[config.mk]
export PLATFORM = sky130hd
export DESIGN_NAME = phys_reg_free_list_flat
export DESIGN_NICKNAME = d
export VERILOG_FILES = /design/src/rtl/phys_reg_free_list_pkg.sv /design/src/rtl/phys_reg_free_list_if.sv /design/src/rtl/phys_reg_free_list.sv /design/src/flat_wrapper.sv
export SDC_FILE = /design/constraint.sdc
export NUM_CORES = 1
export LEC_CHECK = 0
export BUFFER_PORTS_ARGS = -buffer_cell sky130_fd_sc_hd__buf_2
export CAP_MARGIN = 20
export CORE_UTILIZATION = 30
export DETAILED_ROUTE_END_ITERATION = 16
export MAX_ROUTING_LAYER = met4
export PLACE_DENSITY_LB_ADDON = 0.15
export SLEW_MARGIN = 30
export SYNTH_ARGS = -nofsm -noshare
export SYNTH_HDL_FRONTEND = slang
export SYNTH_SLANG_ARGS = --single-unit
[constraint.sdc]
create_clock -name clk -period 3.3 [get_ports clk]
set_clock_uncertainty 0.2 [all_clocks]
set_input_delay 0.495 -clock clk [delete_from_list [all_inputs] [get_ports clk]]
set_output_delay 0.495 -clock clk [all_outputs]
set_load 0.02 [all_outputs]
[src/rtl/phys_reg_free_list_pkg.sv]
// Shared widths and types for the physical register free list.
// Pointer helpers keep index/wrap-bit handling in one place.
package phys_reg_free_list_pkg;

  localparam int NUM_ARCH_REGS          = 32;
  localparam int NUM_PHYS_REGS          = 64;
  localparam int PHYS_REG_WIDTH         = 6;
  localparam int FREE_LIST_DEPTH        = 64;
  localparam int LOG_FREE_LIST_DEPTH    = 6;
  localparam int CHECKPOINT_COLUMNS     = 4;
  localparam int LOG_CHECKPOINT_COLUMNS = 2;

  typedef logic [PHYS_REG_WIDTH-1:0]         phys_reg_tag_t;
  typedef logic [LOG_CHECKPOINT_COLUMNS-1:0] checkpoint_column_t;
  typedef logic [LOG_FREE_LIST_DEPTH:0]      free_list_ptr_t;
  typedef logic [LOG_FREE_LIST_DEPTH-1:0]    free_list_idx_t;

  function automatic free_list_idx_t ptr_index(input free_list_ptr_t p);
    return p[LOG_FREE_LIST_DEPTH-1:0];
  endfunction

  // Full when the wrap bits differ but the indices coincide.
  function automatic logic ptr_full(input free_list_ptr_t h, input free_list_ptr_t t);
    return (h[LOG_FREE_LIST_DEPTH] != t[LOG_FREE_LIST_DEPTH]) && (ptr_index(h) == ptr_index(t));
  endfunction

endpackage

[src/rtl/phys_reg_free_list_if.sv]
// Dispatch/ROB/BRU side of the free list: dequeue, enqueue, checkpoint save/restore, status.
// master = core logic driving requests, slave = the free list.
interface phys_reg_free_list_if;
  import phys_reg_free_list_pkg::*;

  logic                 dequeue_ready;
  phys_reg_tag_t        dequeue_phys_reg_tag;
  logic                 dequeue_valid;
  logic                 enqueue_valid;
  phys_reg_tag_t        enqueue_phys_reg_tag;
  logic                 save_checkpoint_valid;
  checkpoint_column_t   save_checkpoint_column;
  logic                 restore_checkpoint_valid;
  checkpoint_column_t   restore_checkpoint_column;
  free_list_ptr_t       free_count;
  logic                 overflow_error;

  modport master (
    input  dequeue_ready, dequeue_phys_reg_tag, free_count, overflow_error,
    output dequeue_valid, enqueue_valid, enqueue_phys_reg_tag,
           save_checkpoint_valid, save_checkpoint_column,
           restore_checkpoint_valid, restore_checkpoint_column
  );

  modport slave (
    output dequeue_ready, dequeue_phys_reg_tag, free_count, overflow_error,
    input  dequeue_valid, enqueue_valid, enqueue_phys_reg_tag,
           save_checkpoint_valid, save_checkpoint_column,
           restore_checkpoint_valid, restore_checkpoint_column
  );

endinterface

[src/rtl/phys_reg_free_list.sv]
// Circular free list of physical register tags with per-checkpoint saved heads for 1-cycle rollback.
// Head tag is read combinationally; enqueues become visible the next cycle; enqueue while full is dropped.
module phys_reg_free_list
  import phys_reg_free_list_pkg::*;
(
  input logic                 clk,
  input logic                 rst,
  phys_reg_free_list_if.slave fl
);

  localparam int INIT_FREE = NUM_PHYS_REGS - NUM_ARCH_REGS;

  phys_reg_tag_t  entries    [FREE_LIST_DEPTH];
  free_list_ptr_t saved_head [CHECKPOINT_COLUMNS];
  free_list_ptr_t head;
  free_list_ptr_t tail;
  free_list_ptr_t head_next;
  logic           overflow_q;
  logic           empty;
  logic           full;
  logic           deq_fire;
  logic           enq_fire;

  always_comb begin
    empty     = (head == tail);
    full      = ptr_full(head, tail);
    deq_fire  = fl.dequeue_valid && !empty && !fl.restore_checkpoint_valid;
    enq_fire  = fl.enqueue_valid && !full;
    head_next = head;
    if (fl.restore_checkpoint_valid) begin
      head_next = saved_head[fl.restore_checkpoint_column];
    end else if (deq_fire) begin
      head_next = head + free_list_ptr_t'(1);
    end
  end

  always_ff @(posedge clk) begin
    if (rst) begin
      for (int i = 0; i < FREE_LIST_DEPTH; i++) begin
        entries[i] <= (i < INIT_FREE) ? phys_reg_tag_t'(NUM_ARCH_REGS + i) : '0;
      end
      for (int c = 0; c < CHECKPOINT_COLUMNS; c++) begin
        saved_head[c] <= '0;
      end
      head       <= '0;
      tail       <= free_list_ptr_t'(INIT_FREE);
      overflow_q <= 1'b0;
    end else begin
      head <= head_next;
      if (enq_fire) begin
        entries[ptr_index(tail)] <= fl.enqueue_phys_reg_tag;
        tail                     <= tail + free_list_ptr_t'(1);
      end else if (fl.enqueue_valid) begin
        overflow_q <= 1'b1;
      end
      // Tail is never rolled back: returned tags are non-speculative.
      if (fl.save_checkpoint_valid && !fl.restore_checkpoint_valid) begin
        saved_head[fl.save_checkpoint_column] <= head_next;
      end
    end
  end

  assign fl.dequeue_ready        = !empty;
  assign fl.dequeue_phys_reg_tag = entries[ptr_index(head)];
  assign fl.free_count           = tail - head;
  assign fl.overflow_error       = overflow_q;

endmodule

[src/flat_wrapper.sv]
// flat-port wrapper written by rule: the top's interface ports become plain ports
module phys_reg_free_list_flat import phys_reg_free_list_pkg::*;
  (clk, rst, fl_dequeue_ready, fl_dequeue_phys_reg_tag, fl_free_count, fl_overflow_error, fl_dequeue_valid, fl_enqueue_valid, fl_enqueue_phys_reg_tag, fl_save_checkpoint_valid, fl_save_checkpoint_column, fl_restore_checkpoint_valid, fl_restore_checkpoint_column);
  phys_reg_free_list_if fl_i ();
  input logic clk;
  input logic rst;
  output wire logic [$bits(fl_i.dequeue_ready)-1:0] fl_dequeue_ready;
  output wire logic [$bits(fl_i.dequeue_phys_reg_tag)-1:0] fl_dequeue_phys_reg_tag;
  output wire logic [$bits(fl_i.free_count)-1:0] fl_free_count;
  output wire logic [$bits(fl_i.overflow_error)-1:0] fl_overflow_error;
  input wire logic [$bits(fl_i.dequeue_valid)-1:0] fl_dequeue_valid;
  input wire logic [$bits(fl_i.enqueue_valid)-1:0] fl_enqueue_valid;
  input wire logic [$bits(fl_i.enqueue_phys_reg_tag)-1:0] fl_enqueue_phys_reg_tag;
  input wire logic [$bits(fl_i.save_checkpoint_valid)-1:0] fl_save_checkpoint_valid;
  input wire logic [$bits(fl_i.save_checkpoint_column)-1:0] fl_save_checkpoint_column;
  input wire logic [$bits(fl_i.restore_checkpoint_valid)-1:0] fl_restore_checkpoint_valid;
  input wire logic [$bits(fl_i.restore_checkpoint_column)-1:0] fl_restore_checkpoint_column;
  assign fl_dequeue_ready = fl_i.dequeue_ready;
  assign fl_dequeue_phys_reg_tag = fl_i.dequeue_phys_reg_tag;
  assign fl_free_count = fl_i.free_count;
  assign fl_overflow_error = fl_i.overflow_error;
  assign fl_i.dequeue_valid = fl_dequeue_valid;
  assign fl_i.enqueue_valid = fl_enqueue_valid;
  assign fl_i.enqueue_phys_reg_tag = fl_enqueue_phys_reg_tag;
  assign fl_i.save_checkpoint_valid = fl_save_checkpoint_valid;
  assign fl_i.save_checkpoint_column = fl_save_checkpoint_column;
  assign fl_i.restore_checkpoint_valid = fl_restore_checkpoint_valid;
  assign fl_i.restore_checkpoint_column = fl_restore_checkpoint_column;
  phys_reg_free_list u_core (.clk(clk), .rst(rst), .fl(fl_i));
endmodule
==> impl_metrics.py <==
metrics = {
    "min_path": {
        "worstHoldStart": "fl_enqueue_valid",
        "min_path_type": "input pin to flop",
    },
    "finish": {
        "drive_gt1_share_pct": 27.5,
        "final_util_pct": 37.0,
        "layout_commonest_cell": "edfxtp_1",
        "fillers": 6340,
        "final_cells": 2505,
        "nets": 1630,
        "area_growth_pct": 21.4,
        "final_cell_mix": "edfxtp_1, and2_1, buf_4, nor2_1, or3_1",
    },
    "logic_synthesis": {
        "synth_xor_area_share_pct": 0.694,
        "ys_seq_area_share_pct": 62.8,
        "synth_edf_count": 412,
        "synth_compound_area_share_pct": 4.41,
        "synth_warnings": 0,
        "synthMuxAreaShare_pct": 12.1,
        "ys_ff_latch": 427,
        "synth_top_family_by_area": "simple AND/OR/NAND/NOR gates",
        "synth_cell_types": 52,
        "ys_async_sr_fraction_pct": 0,
        "synth_simple_gate_area_share_pct": 16.3,
        "netlist_area_mm2": 0.0202,
        "synth_top_flop_cell": "edfxtp_1",
        "syn-num-nets": 1478,
        "syn_inst": 1453,
        "syn_avg_cell_area_um2": 13.9,
        "synthAdderAreaFrac_pct": 0.595,
    },
    "run_status": {
        "status": "complete, but fails checks",
        "violations": "DRC, setup timing",
    },
    "sta": {
        "final_max_slew_viol_count": 0,
        "min_period_ps": 3640,
        "hold_ws_ps": 40.3,
        "fmax_ghz": 0.275,
        "slew_headroom_pct": 38.1,
        "setup_slack_ps": -341,
        "rsz0062_at_grt": "true",
        "timing.final.crit_share_pct": 110,
        "hold_viol_final": 0,
        "setup_tns_ps": -2110,
        "worst-slew-pin-transition_ps": 919,
        "setup_viol": 8,
    },
    "floorplan": {
        "die_x_um": 261,
        "core_area_mm2": 0.0662,
        "dieArea_mm2": 0.0683,
        "initial_core_util_pct": 30.5,
        "die_y_um": 261,
        "pin_count": 31,
        "row_count": 94,
    },
    "worst_setup_path": {
        "crit_end": "fl_dequeue_phys_reg_tag[5]",
        "cpPeakStageDelay_ps": 510,
        "r2r-end": "u_core.entries[46][4]$_SDFFCE_PN0P_",
        "cp.required_ps": 2600,
        "endpoint_kind": "output pin",
        "path_cells": "buf_4, buf_6, buf_16, mux4_2, mux2i_1, o211ai_1, and3_1, or3_4, buf_6",
        "reg2reg_depth": 12,
        "cp_num_buf_inv": 4,
        "r2r_slack_ps": 140,
        "crit_type": "flop to output pin",
        "crit_top_cell": "buf_6",
        "reg2reg_from": "u_core.head[0]$_SDFF_PP0_",
        "cp-start-kind": "flop",
        "cp.depth": 9,
        "slowest_stage": "mux4_2",
        "crit_family": "multiplexers",
        "worst-path-max-fanout": 6,
        "crit_path_start": "u_core.head[0]$_SDFF_PP0_",
        "cp.arrival_ps": 2950,
    },
    "global_routing": {
        "antenna_found_initial": 1,
        "gr-total-overflow": 0,
        "grtUsageTotal_pct": 18.2,
        "grt_first_pass_wirelength_um": 87500,
        "grt_pass1_vias": 12700,
        "grt_max_degree": 67,
    },
    "route": {
        "drt-total-wl_um": 59800,
        "drtPass1Iterations": 11,
        "via_count": 12400,
        "initialDrtViolationCount": 970,
        "antenna_left": 0,
        "wl_per_cell_um": 23.9,
        "vias_per_cell": 4.96,
        "drcViolationCount": 4,
    },
    "clocking": {
        "cts_tree": "yes",
        "cts_root_buf": "clkbuf_16",
        "cts_buffers": 48,
        "clockBufferDepth": 3,
        "cts_sinks": 427,
        "ctsHtreeMaxLevel": 2,
        "cts.clk_slew.worst_paths_ps": 60,
        "insertion_delay_ps": 590,
    },
    "power": {
        "seq_power_share_pct": 48.2,
        "pwr_density_cell_mw_per_mm2": 520,
        "power_frac_clock_pct": 39.6,
        "p_int_mw": 9.61,
        "p_leak_nw": 8.19,
        "switching_share_pct": 24.5,
        "power_mw": 12.7,
        "combPwrFrac_pct": 12.1,
        "vdd_drop_max_uv": 310,
        "power.switching_mw": 3.12,
    },
    "placed_design": {
        "dp_cells": 2378,
        "routabilityCongestion": 0.838,
        "dpl.hpwl_um": 38300,
        "portBuffers": 30,
    },
    "run": {
        "max_cap_viol_count": 0,
    },
}
## synth_stat cells (8+ instances only)
| master | number | share of area [%] |
|---|---|---|
| mux2i_1 | 19 | 0.94 |
| and2_1 | 274 | 8.5 |
| edfxtp_1 | 412 | 61 |
| nor3_1 | 13 | 0.32 |
| a22oi_1 | 18 | 0.67 |
| ha_1 | 8 | 0.50 |
| inv_1 | 14 | 0.26 |
| buf_2 | 10 | 0.25 |
| mux4_2 | 93 | 10 |
| a21oi_1 | 12 | 0.30 |
| xnor2_1 | 10 | 0.43 |
| nor2_1 | 121 | 2.3 |
| dfxtp_1 | 15 | 1.5 |
| buf_1 | 11 | 0.20 |
| nand3_1 | 9 | 0.22 |
| nand2_1 | 34 | 0.63 |
| o21ai_0 | 80 | 2.0 |
| or3_1 | 119 | 3.7 |
| clkbuf_1 | 103 | 1.9 |
## worst min path at each step
stage	end	cells past startpoint
after detailed placement	u_core.fl.overflow_error$_SDFFE_PP0P_	2
after CTS	u_core.fl.overflow_error$_SDFFE_PP0P_	3
final	u_core.fl.overflow_error$_SDFFE_PP0P_	3
after floorplan	u_core.tail[6]$_SDFFE_PP0N_	2
after global routing	u_core.fl.overflow_error$_SDFFE_PP0P_	3
after global placement	u_core.fl.overflow_error$_SDFFE_PP0P_	2
## layer usage
layer	wire length, µm	global-route usage [%]	share of wire, %
met5	0	-	0
met4	1050	3.97	1.8
met3	2960	2.84	5.0
met2	28400	28.8	47
met1	27400	24.5	46
## what timing repair did
action | CTS | global route
buffers inserted | 35 | 5
hold buffers | 0 | 0
gates resized for setup | 70 | 38
endpoints found under the setup margin | 8 | 15
cloned | 4 | 1
pin swaps | 17 | 18
## sequential cells by signal, indices dropped and copies added, names as in the netlist
name / cells
u_core.saved_head: 28
u_core.fl.overflow_error: 1
u_core.head: 7
u_core.entries: 384
u_core.tail: 7
## metrics by stage
| step | worst slack [ps] | area (µm²) |
|---|---|---|
| finish | -341 | 24500 |
| detailed placement | -2.75 | 22300 |
| floorplan | 182 | 20200 |
| CTS | -406 | 24400 |
| global route | -458 | 24500 |
| global placement | 25.9 | 22300 |
## final cells by class
cell class                      count  area, µm²  share of cell area (%)
Clock buffer                       58       1260                    5.14
Antenna cell                        1       2.50                  0.0102
Sequential cell                   427      12700                    51.7
Multi-Input combinational cell    876       7120                    29.1
Clock inverter                     27        168                   0.684
Timing Repair Buffer              236       2130                    8.71
Inverter                           16       60.1                   0.245
Tap cell                          864       1080                    4.41
## power by group through the flow
stage               clock, mW  combinational [mW]  sequential (mW)
floorplan                   0               0.746             6.22
global placement            0                1.31             6.26
detailed placement          0                1.31             6.26
CTS                      5.15                1.52             6.14
global route             5.34                1.65             6.16
finish                   5.04                1.55             6.14
## cell families after synthesis
logic type | after synthesis
and+or+nand+nor | 589
DFF | 427
buffers and inverters | 150
AOI/OAI and AO/OA | 144
muxes | 118
xor gates and xnor gates | 16
adders and majority gates | 9
## worst reg2reg max path, delay by kind of cell (launching register included)
| family | cells | cell delay [ps] |
|---|---|---|
| compound gates | 1 | 540 |
| fa+ha+maj | 1 | 230 |
| buf+inv | 6 | 910 |
| flops | 1 | 400 |
| simple gates | 4 | 500 |
Note: power is estimated with default switching activity, not from simulation.
